<file path="config.mk">
export PLATFORM = sky130hd
export DESIGN_NAME = dmem_arbiter_flat
export DESIGN_NICKNAME = d
export VERILOG_FILES = /design/src/rtl/dmem_arbiter_pkg.sv /design/src/rtl/dmem_arbiter_if.sv /design/src/rtl/dmem_arbiter_rr_arbiter.sv /design/src/rtl/dmem_arbiter.sv /design/src/flat_wrapper.sv
export SDC_FILE = /design/constraint.sdc
export NUM_CORES = 1
export LEC_CHECK = 0
export BUFFER_PORTS_ARGS = -buffer_cell sky130_fd_sc_hd__buf_2
export CAP_MARGIN = 20
export CORE_UTILIZATION = 49
export DETAILED_ROUTE_END_ITERATION = 12
export PLACE_DENSITY = 0.91
export SETUP_SLACK_MARGIN = 0.5
export SKIP_CTS_REPAIR_TIMING = 1
export SLEW_MARGIN = 25
export SYNTH_ARGS = -nofsm -noshare
export SYNTH_HDL_FRONTEND = slang
export SYNTH_SLANG_ARGS = --single-unit
</file>
<file path="constraint.sdc">
create_clock -name clk -period 5.7 [get_ports clk]
set_input_delay 0.285 -clock clk [delete_from_list [all_inputs] [get_ports clk]]
set_output_delay 0.285 -clock clk [all_outputs]
set_load 0.02 [all_outputs]
</file>
<file path="src/rtl/dmem_arbiter_pkg.sv">
// Shared definitions for the data-memory arbiter.
//   - state_t     : arbiter FSM states
//   - DEF_*       : default core count and bus widths
//   - idx_w()     : width of an index into n items (at least 1 bit)
package dmem_pkg;

    typedef enum logic [1:0] {
        IDLE  = 2'd0,
        ISSUE = 2'd1,
        WAIT  = 2'd2,
        ACK   = 2'd3
    } state_t;

    localparam int DEF_NCORES = 4;
    localparam int DEF_AW     = 16;
    localparam int DEF_DW     = 16;

    function automatic int idx_w(input int n);
        return (n < 2) ? 1 : $clog2(n);
    endfunction

    localparam int DEF_IDX_W = idx_w(DEF_NCORES);

endpackage

</file>
<file path="src/rtl/dmem_arbiter_if.sv">
// Bundle of the per-core request/ack signals and the RAM port.
//   slave  : the arbiter (consumes requests and RAM read data,
//            drives acks, read data and the RAM strobes)
//   master : the environment (cores plus RAM)
//   req_rd/req_wr  per-core level requests, req_addr/req_wdata packed per core
//   core_ack/core_rdata per-core completion pulse and read-data register
//   mem_addr/mem_wdata/mem_re/mem_we/mem_rdata single-port RAM interface
interface dmem_arbiter_if
    import dmem_pkg::*;
#(
    parameter int NCORES = DEF_NCORES,
    parameter int AW     = DEF_AW,
    parameter int DW     = DEF_DW
);
    logic [NCORES-1:0]    req_rd;
    logic [NCORES-1:0]    req_wr;
    logic [NCORES*AW-1:0] req_addr;
    logic [NCORES*DW-1:0] req_wdata;
    logic [NCORES-1:0]    core_ack;
    logic [NCORES*DW-1:0] core_rdata;
    logic [AW-1:0]        mem_addr;
    logic [DW-1:0]        mem_wdata;
    logic                 mem_re;
    logic                 mem_we;
    logic [DW-1:0]        mem_rdata;

    modport slave (
        input  req_rd, req_wr, req_addr, req_wdata, mem_rdata,
        output core_ack, core_rdata, mem_addr, mem_wdata, mem_re, mem_we
    );

    modport master (
        output req_rd, req_wr, req_addr, req_wdata, mem_rdata,
        input  core_ack, core_rdata, mem_addr, mem_wdata, mem_re, mem_we
    );
endinterface

</file>
<file path="src/rtl/dmem_arbiter_rr_arbiter.sv">
// Combinational round-robin pick: the first set bit of req searching
// ptr, ptr+1, ... wrapping modulo N.
//   req    : request vector (bit i = requester i)
//   ptr    : highest-priority index this round (< N)
//   winner : chosen index (0 when nothing is requested)
//   valid  : at least one request is set
module rr_arbiter
    import dmem_pkg::*;
#(
    parameter int N  = DEF_NCORES,
    parameter int IW = DEF_IDX_W
) (
    input  logic [N-1:0]  req,
    input  logic [IW-1:0] ptr,
    output logic [IW-1:0] winner,
    output logic          valid
);

    // One extra bit so ptr+i cannot overflow before the modulo fold.
    logic [IW:0] sum;

    always_comb begin
        valid  = 1'b0;
        winner = '0;
        sum    = '0;
        for (int i = 0; i < N; i++) begin
            sum = {1'b0, ptr} + (IW+1)'(i);
            if (sum >= (IW+1)'(N))
                sum = sum - (IW+1)'(N);
            if (!valid && req[sum[IW-1:0]]) begin
                valid  = 1'b1;
                winner = sum[IW-1:0];
            end
        end
    end

endmodule

</file>
<file path="src/rtl/dmem_arbiter.sv">
// Shared data-memory arbiter: serialises per-core read/write requests
// onto one single-port RAM with round-robin priority and returns a
// one-cycle ack plus a per-core read-data register.
//   clk  : system clock
//   rst  : asynchronous active-high reset, drops any in-flight access
//   bus  : request/ack and RAM signals (slave side)
//   busy : high whenever the FSM is not in IDLE
module dmem_arbiter
    import dmem_pkg::*;
#(
    parameter int NCORES = DEF_NCORES,
    parameter int AW     = DEF_AW,
    parameter int DW     = DEF_DW,
    parameter int RD_LAT = 1
) (
    input  logic           clk,
    input  logic           rst,
    dmem_arbiter_if.slave  bus,
    output logic           busy
);

    localparam int IW = idx_w(NCORES);
    localparam int CW = idx_w(RD_LAT);

    state_t               state, next_state;
    logic [IW-1:0]        ptr;
    logic [IW-1:0]        winner;
    logic [IW-1:0]        pick;
    logic                 pick_vld;
    logic [NCORES-1:0]    req_any;
    logic [AW-1:0]        sel_addr;
    logic [DW-1:0]        sel_wdata;
    logic                 sel_wr;
    logic [AW-1:0]        lat_addr;
    logic [DW-1:0]        lat_wdata;
    logic                 lat_wr;
    logic [CW-1:0]        cnt;
    logic [NCORES*DW-1:0] rdata_q;
    logic [NCORES-1:0]    ack;
    logic                 re;
    logic                 we;

    assign req_any = bus.req_rd | bus.req_wr;

    rr_arbiter #(.N(NCORES), .IW(IW)) u_rr (
        .req    (req_any),
        .ptr    (ptr),
        .winner (pick),
        .valid  (pick_vld)
    );

    // Fields of the core picked this cycle. A core raising both read and
    // write is treated as a write.
    always_comb begin
        sel_addr  = '0;
        sel_wdata = '0;
        sel_wr    = 1'b0;
        for (int i = 0; i < NCORES; i++) begin
            if (pick == IW'(i)) begin
                sel_addr  = bus.req_addr[i*AW +: AW];
                sel_wdata = bus.req_wdata[i*DW +: DW];
                sel_wr    = bus.req_wr[i];
            end
        end
    end

    always_ff @(posedge clk or posedge rst) begin
        if (rst)
            state <= IDLE;
        else
            state <= next_state;
    end

    always_comb begin
        next_state = state;
        case (state)
            IDLE:    if (pick_vld) next_state = ISSUE;
            ISSUE:   next_state = lat_wr ? ACK : WAIT;
            WAIT:    if (cnt == '0) next_state = ACK;
            ACK:     next_state = IDLE;
            default: next_state = IDLE;
        endcase
    end

    // Transaction registers. The request is latched once in IDLE; later
    // changes on the core side are not seen until the next IDLE.
    always_ff @(posedge clk or posedge rst) begin
        if (rst) begin
            ptr       <= '0;
            winner    <= '0;
            lat_addr  <= '0;
            lat_wdata <= '0;
            lat_wr    <= 1'b0;
            cnt       <= '0;
            rdata_q   <= '0;
        end else begin
            case (state)
                IDLE: begin
                    if (pick_vld) begin
                        winner    <= pick;
                        lat_addr  <= sel_addr;
                        lat_wdata <= sel_wdata;
                        lat_wr    <= sel_wr;
                    end
                end
                ISSUE: begin
                    if (winner == IW'(NCORES-1))
                        ptr <= '0;
                    else
                        ptr <= winner + IW'(1);
                    if (!lat_wr)
                        cnt <= CW'(RD_LAT-1);
                end
                WAIT: begin
                    if (cnt != '0) begin
                        cnt <= cnt - CW'(1);
                    end else begin
                        for (int i = 0; i < NCORES; i++) begin
                            if (winner == IW'(i))
                                rdata_q[i*DW +: DW] <= bus.mem_rdata;
                        end
                    end
                end
                default: ;
            endcase
        end
    end

    always_comb begin
        re  = 1'b0;
        we  = 1'b0;
        ack = '0;
        case (state)
            ISSUE: begin
                we = lat_wr;
                re = !lat_wr;
            end
            ACK: begin
                for (int i = 0; i < NCORES; i++)
                    ack[i] = (winner == IW'(i));
            end
            default: ;
        endcase
    end

    // Address/data come straight from the latched request, so they stay
    // put through WAIT and read as zero after reset.
    assign bus.mem_addr   = lat_addr;
    assign bus.mem_wdata  = lat_wdata;
    assign bus.mem_re     = re;
    assign bus.mem_we     = we;
    assign bus.core_ack   = ack;
    assign bus.core_rdata = rdata_q;
    assign busy           = (state != IDLE);

endmodule

</file>
<file path="src/flat_wrapper.sv">
// flat-port wrapper written by rule: the top's interface ports become plain ports
module dmem_arbiter_flat import dmem_pkg::*;
#(
    parameter int NCORES = DEF_NCORES,
    parameter int AW     = DEF_AW,
    parameter int DW     = DEF_DW,
    parameter int RD_LAT = 1
)
  (clk, rst, busy, bus_req_rd, bus_req_wr, bus_req_addr, bus_req_wdata, bus_mem_rdata, bus_core_ack, bus_core_rdata, bus_mem_addr, bus_mem_wdata, bus_mem_re, bus_mem_we);
  dmem_arbiter_if #(.NCORES(NCORES), .AW(AW), .DW(DW)) bus_i ();
  input  logic clk;
  input  logic rst;
  output logic busy;
  input wire logic [$bits(bus_i.req_rd)-1:0] bus_req_rd;
  input wire logic [$bits(bus_i.req_wr)-1:0] bus_req_wr;
  input wire logic [$bits(bus_i.req_addr)-1:0] bus_req_addr;
  input wire logic [$bits(bus_i.req_wdata)-1:0] bus_req_wdata;
  input wire logic [$bits(bus_i.mem_rdata)-1:0] bus_mem_rdata;
  output wire logic [$bits(bus_i.core_ack)-1:0] bus_core_ack;
  output wire logic [$bits(bus_i.core_rdata)-1:0] bus_core_rdata;
  output wire logic [$bits(bus_i.mem_addr)-1:0] bus_mem_addr;
  output wire logic [$bits(bus_i.mem_wdata)-1:0] bus_mem_wdata;
  output wire logic [$bits(bus_i.mem_re)-1:0] bus_mem_re;
  output wire logic [$bits(bus_i.mem_we)-1:0] bus_mem_we;
  assign bus_i.req_rd = bus_req_rd;
  assign bus_i.req_wr = bus_req_wr;
  assign bus_i.req_addr = bus_req_addr;
  assign bus_i.req_wdata = bus_req_wdata;
  assign bus_i.mem_rdata = bus_mem_rdata;
  assign bus_core_ack = bus_i.core_ack;
  assign bus_core_rdata = bus_i.core_rdata;
  assign bus_mem_addr = bus_i.mem_addr;
  assign bus_mem_wdata = bus_i.mem_wdata;
  assign bus_mem_re = bus_i.mem_re;
  assign bus_mem_we = bus_i.mem_we;
  dmem_arbiter #(.NCORES(NCORES), .AW(AW), .DW(DW), .RD_LAT(RD_LAT)) u_core (.clk(clk), .rst(rst), .bus(bus_i), .busy(busy));
endmodule
</file>
==> flow_summary.json <==
{
  "end_kind": "flip-flop",
  "io_buffer_count": 256,
  "vias_per_cell": 5.33,
  "grt_pass1_vias": 4128,
  "fin_crit_sh_pct": 42.3,
  "post-route-min-period_ns": 2.41,
  "slowest_stage": "or2_2",
  "synth.cell_area_sq_mm": 0.00498,
  "crit_family": "simple AND/OR/NAND/NOR gates",
  "yosysUniqueCellTypes": 35,
  "power_density_mw_per_mm2": 593,
  "fmax_mhz": 415,
  "multi_input_area_sq_mm": 0.00220,
  "remaining_drc_errors": 0,
  "diodes": 0,
  "yosys.area.top_type_share_pct": 51.8,
  "initial_core_util_pct": 50.7,
  "fill_cells": 779,
  "synthCells": 381,
  "cp.arrival_ns": 2.60,
  "synth_area_leaders": "dfrtp_1 52%, mux2_2 14%, mux2i_1 13%",
  "clkLatencyLatePin_ns": 0.36,
  "numCtsBuffers": 9,
  "area_growth_pct": 29.9,
  "grt-ovfl-total": 0,
  "ir_drop_mv": 0.480,
  "pwr-share-seq_pct": 34.3,
  "synth_seq_area_share_pct": 51.8,
  "die_w_microns": 103,
  "wl_per_cell_microns": 18.0,
  "fin_util_pct": 65.9,
  "clock_sinks": 103,
  "syn_nets": 544,
  "maxCapViolCount": 0,
  "p_sw_share_pct": 44.6,
  "critical_path_class": "reg2reg",
  "grtUsageTotal_pct": 25.7,
  "cts_tree": "done",
  "clock_power_share_pct": 11.5,
  "avgSynthCellArea_sq_um": 13.1,
  "path_max_fanout": 37,
  "hp-class": "in2reg",
  "rsz0062_at_grt": "false",
  "netSwitchingPower_uw": 1710,
  "drt-total-wl_microns": 13800,
  "drive_gt1_share_pct": 55.5,
  "cpPeakStageDelay_ns": 0.70,
  "die_area_sq_mm": 0.0106,
  "leakage_uw": 0.00343,
  "grt_pass1_wl_microns": 20300,
  "chipHeight_microns": 103,
  "critPathBufInv": 1,
  "final_nets": 792,
  "tightest_slew_ns": 1.04,
  "finalSetupViolations": 0,
  "maxSlewHeadroom_pct": 30.4,
  "synth_warnings": 0,
  "seqCellArea_sq_mm": 0.00258,
  "place.gp.congestion": 0.882,
  "status": "finished clean",
  "dr.pass1.iters": 4,
  "ios": 257,
  "dpl.hpwl_microns": 10500,
  "core_sq_mm": 0.00982,
  "fp-row-count": 36,
  "ys_seq_elements": 103,
  "clk_pin_slew_ns": 0.11,
  "combPwrFrac_pct": 54.2,
  "drtIter0Drc": 186,
  "slew_viol_final": 0,
  "worstPathRequired_ns": 5.89,
  "fin_setup_tns_ns": 0,
  "hold_violations": 0,
  "drtAntennaViolNets": 0,
  "crit_path_cell_trace": "inv_1 > ha_1 > nand2_2 > or2_2 > o221ai_1",
  "htreeDepth": 3,
  "vias": 4089,
  "antenna_found_initial": 0,
  "p_int_uw": 2120,
  "grt_max_degree": 70,
  "cp-start-kind": "flip-flop",
  "cts_root_buf": "clkbuf_8",
  "cts_buffer_depth": 2,
  "skew_ns": 0.0135,
  "yosys.area.top_type": "dfrtp_1"
}
kinds of logic (layout without fill, tap and decap cells):
| family | count (synthesis) | after routing | share of synthesized area (%) |
|---|---|---|---|
| buffers and inverters | 30 | 283 | 4.25 |
| and+or+nand+nor | 62 | 62 | 5.53 |
| adders and majority gates | 9 | 9 | 2.26 |
| DFF | 103 | 103 | 51.8 |
| muxes | 128 | 128 | 27.3 |
| AOI/OAI and AO/OA | 49 | 49 | 8.85 |
cell usage in the layout, fill, tap and decap left out, drive strengths merged:
master and n:
nor3 1, clkbuf 9, inv 11, o21ai 5
nand2 45, clkinv 3, buf 258, dfrtp 103
a22oi 3, nor4 1, a211oi 1, nand4 1
o221ai 34, nand3 2, nor2b 1, o22ai 1
a21o 1, o21bai 1, ha 9, nor2 4
clkinvlp 1, o311ai 1, mux2i 64, and2 5
a21oi 1, mux2 64, a211o 1, dlygate4sd3 1
or2 2
flip-flops by register name, indices dropped and copies added (netlist names):
signal                 count
u_core.state               2
u_core.lat_wr              1
u_core.bus.core_rdata     64
u_core.bus.mem_wdata      16
u_core.ptr                 2
u_core.winner              2
u_core.bus.mem_addr       16
area by class of cell:
cell class | count | area share (%)
flip-flops and latches | 103 | 39.8
multi-input cells | 248 | 34.0
repair buffers | 259 | 20.2
well taps | 133 | 2.57
clock buffers | 9 | 1.91
clock inverters | 7 | 1.01
inverters | 8 | 0.503
stage by stage:
stage / total power [uW] / hold slack [ns] / cells / worst slack (ns) / area, sq um
detailed placement: 3420 / 0.330 / 750 / 3.00 / 6270
floorplan: 2800 / 0.436 / 381 / 2.71 / 4980
CTS: 3860 / -0.0673 / 766 / 3.25 / 6460
global route: 4070 / 0.181 / 767 / 3.08 / 6470
finish: 3830 / 0.191 / 767 / 3.29 / 6470
global placement: 3310 / 0.316 / 750 / 2.73 / 6270
cells in the mapped netlist:
master,instances
and2_1,5
o21ai_0,3
nor2_1,2
nand3_1,2
nor3_1,1
nand2_1,44
ha_1,9
a21oi_1,1
clkbuf_4,2
dfrtp_1,103
o311ai_1,1
nand2_2,1
mux2_2,64
nor2_2,2
inv_1,8
a22oi_1,3
buf_1,1
a211oi_1,1
a21o_1,1
nor2b_1,1
o221ai_1,27
buf_4,2
o221ai_2,7
o21bai_1,1
buf_2,3
o22ai_1,1
o21ai_1,2
buf_12,4
nand4_1,1
mux2i_1,64
a211o_1,1
clkbuf_1,8
or2_1,2
nor4_2,1
buf_6,2
power by group through the flow:
stage	sequential (uW)	clock, uW	combinational [uW]
CTS	1320	449	2100
detailed placement	1330	0	2090
global route	1360	479	2240
finish	1320	441	2080
global placement	1300	0	2010
floorplan	1730	0	1080
final timing paths:
kind / to / startpoint / slack, ns / cells past startpoint
max: u_core.bus.mem_wdata[2]$_DFFE_PP0P_ / u_core.state[0]$_DFFE_PP0P_ / 3.29 / 5
min: u_core.bus.core_rdata[33]$_DFFE_PP0P_ / bus_mem_rdata[1] / 0.19 / 2
max reg2reg: u_core.bus.mem_wdata[2]$_DFFE_PP0P_ / u_core.state[0]$_DFFE_PP0P_ / 3.29 / 5
min reg2reg: u_core.bus.mem_wdata[8]$_DFFE_PP0P_ / u_core.bus.mem_wdata[8]$_DFFE_PP0P_ / 0.49 / 2
max in group asynchronous: u_core.bus.core_rdata[2]$_DFFE_PP0P_ / rst / 4.03 / 4
min in group asynchronous: u_core.bus.mem_addr[10]$_DFFE_PP0P_ / rst / 0.47 / 3
routing by layer:
| layer | part of all wire, % | vias to the layer above | GRT usage, % |
|---|---|---|---|
| li1 | - | 1889 | - |
| met1 | 39 | 1990 | 30.5 |
| met2 | 52 | 188 | 44.9 |
| met3 | 7.7 | 22 | 8.00 |
| met4 | 1.9 | 0 | 7.69 |
| met5 | 0 | - | 0 |
(Power assumes the default switching activity.)
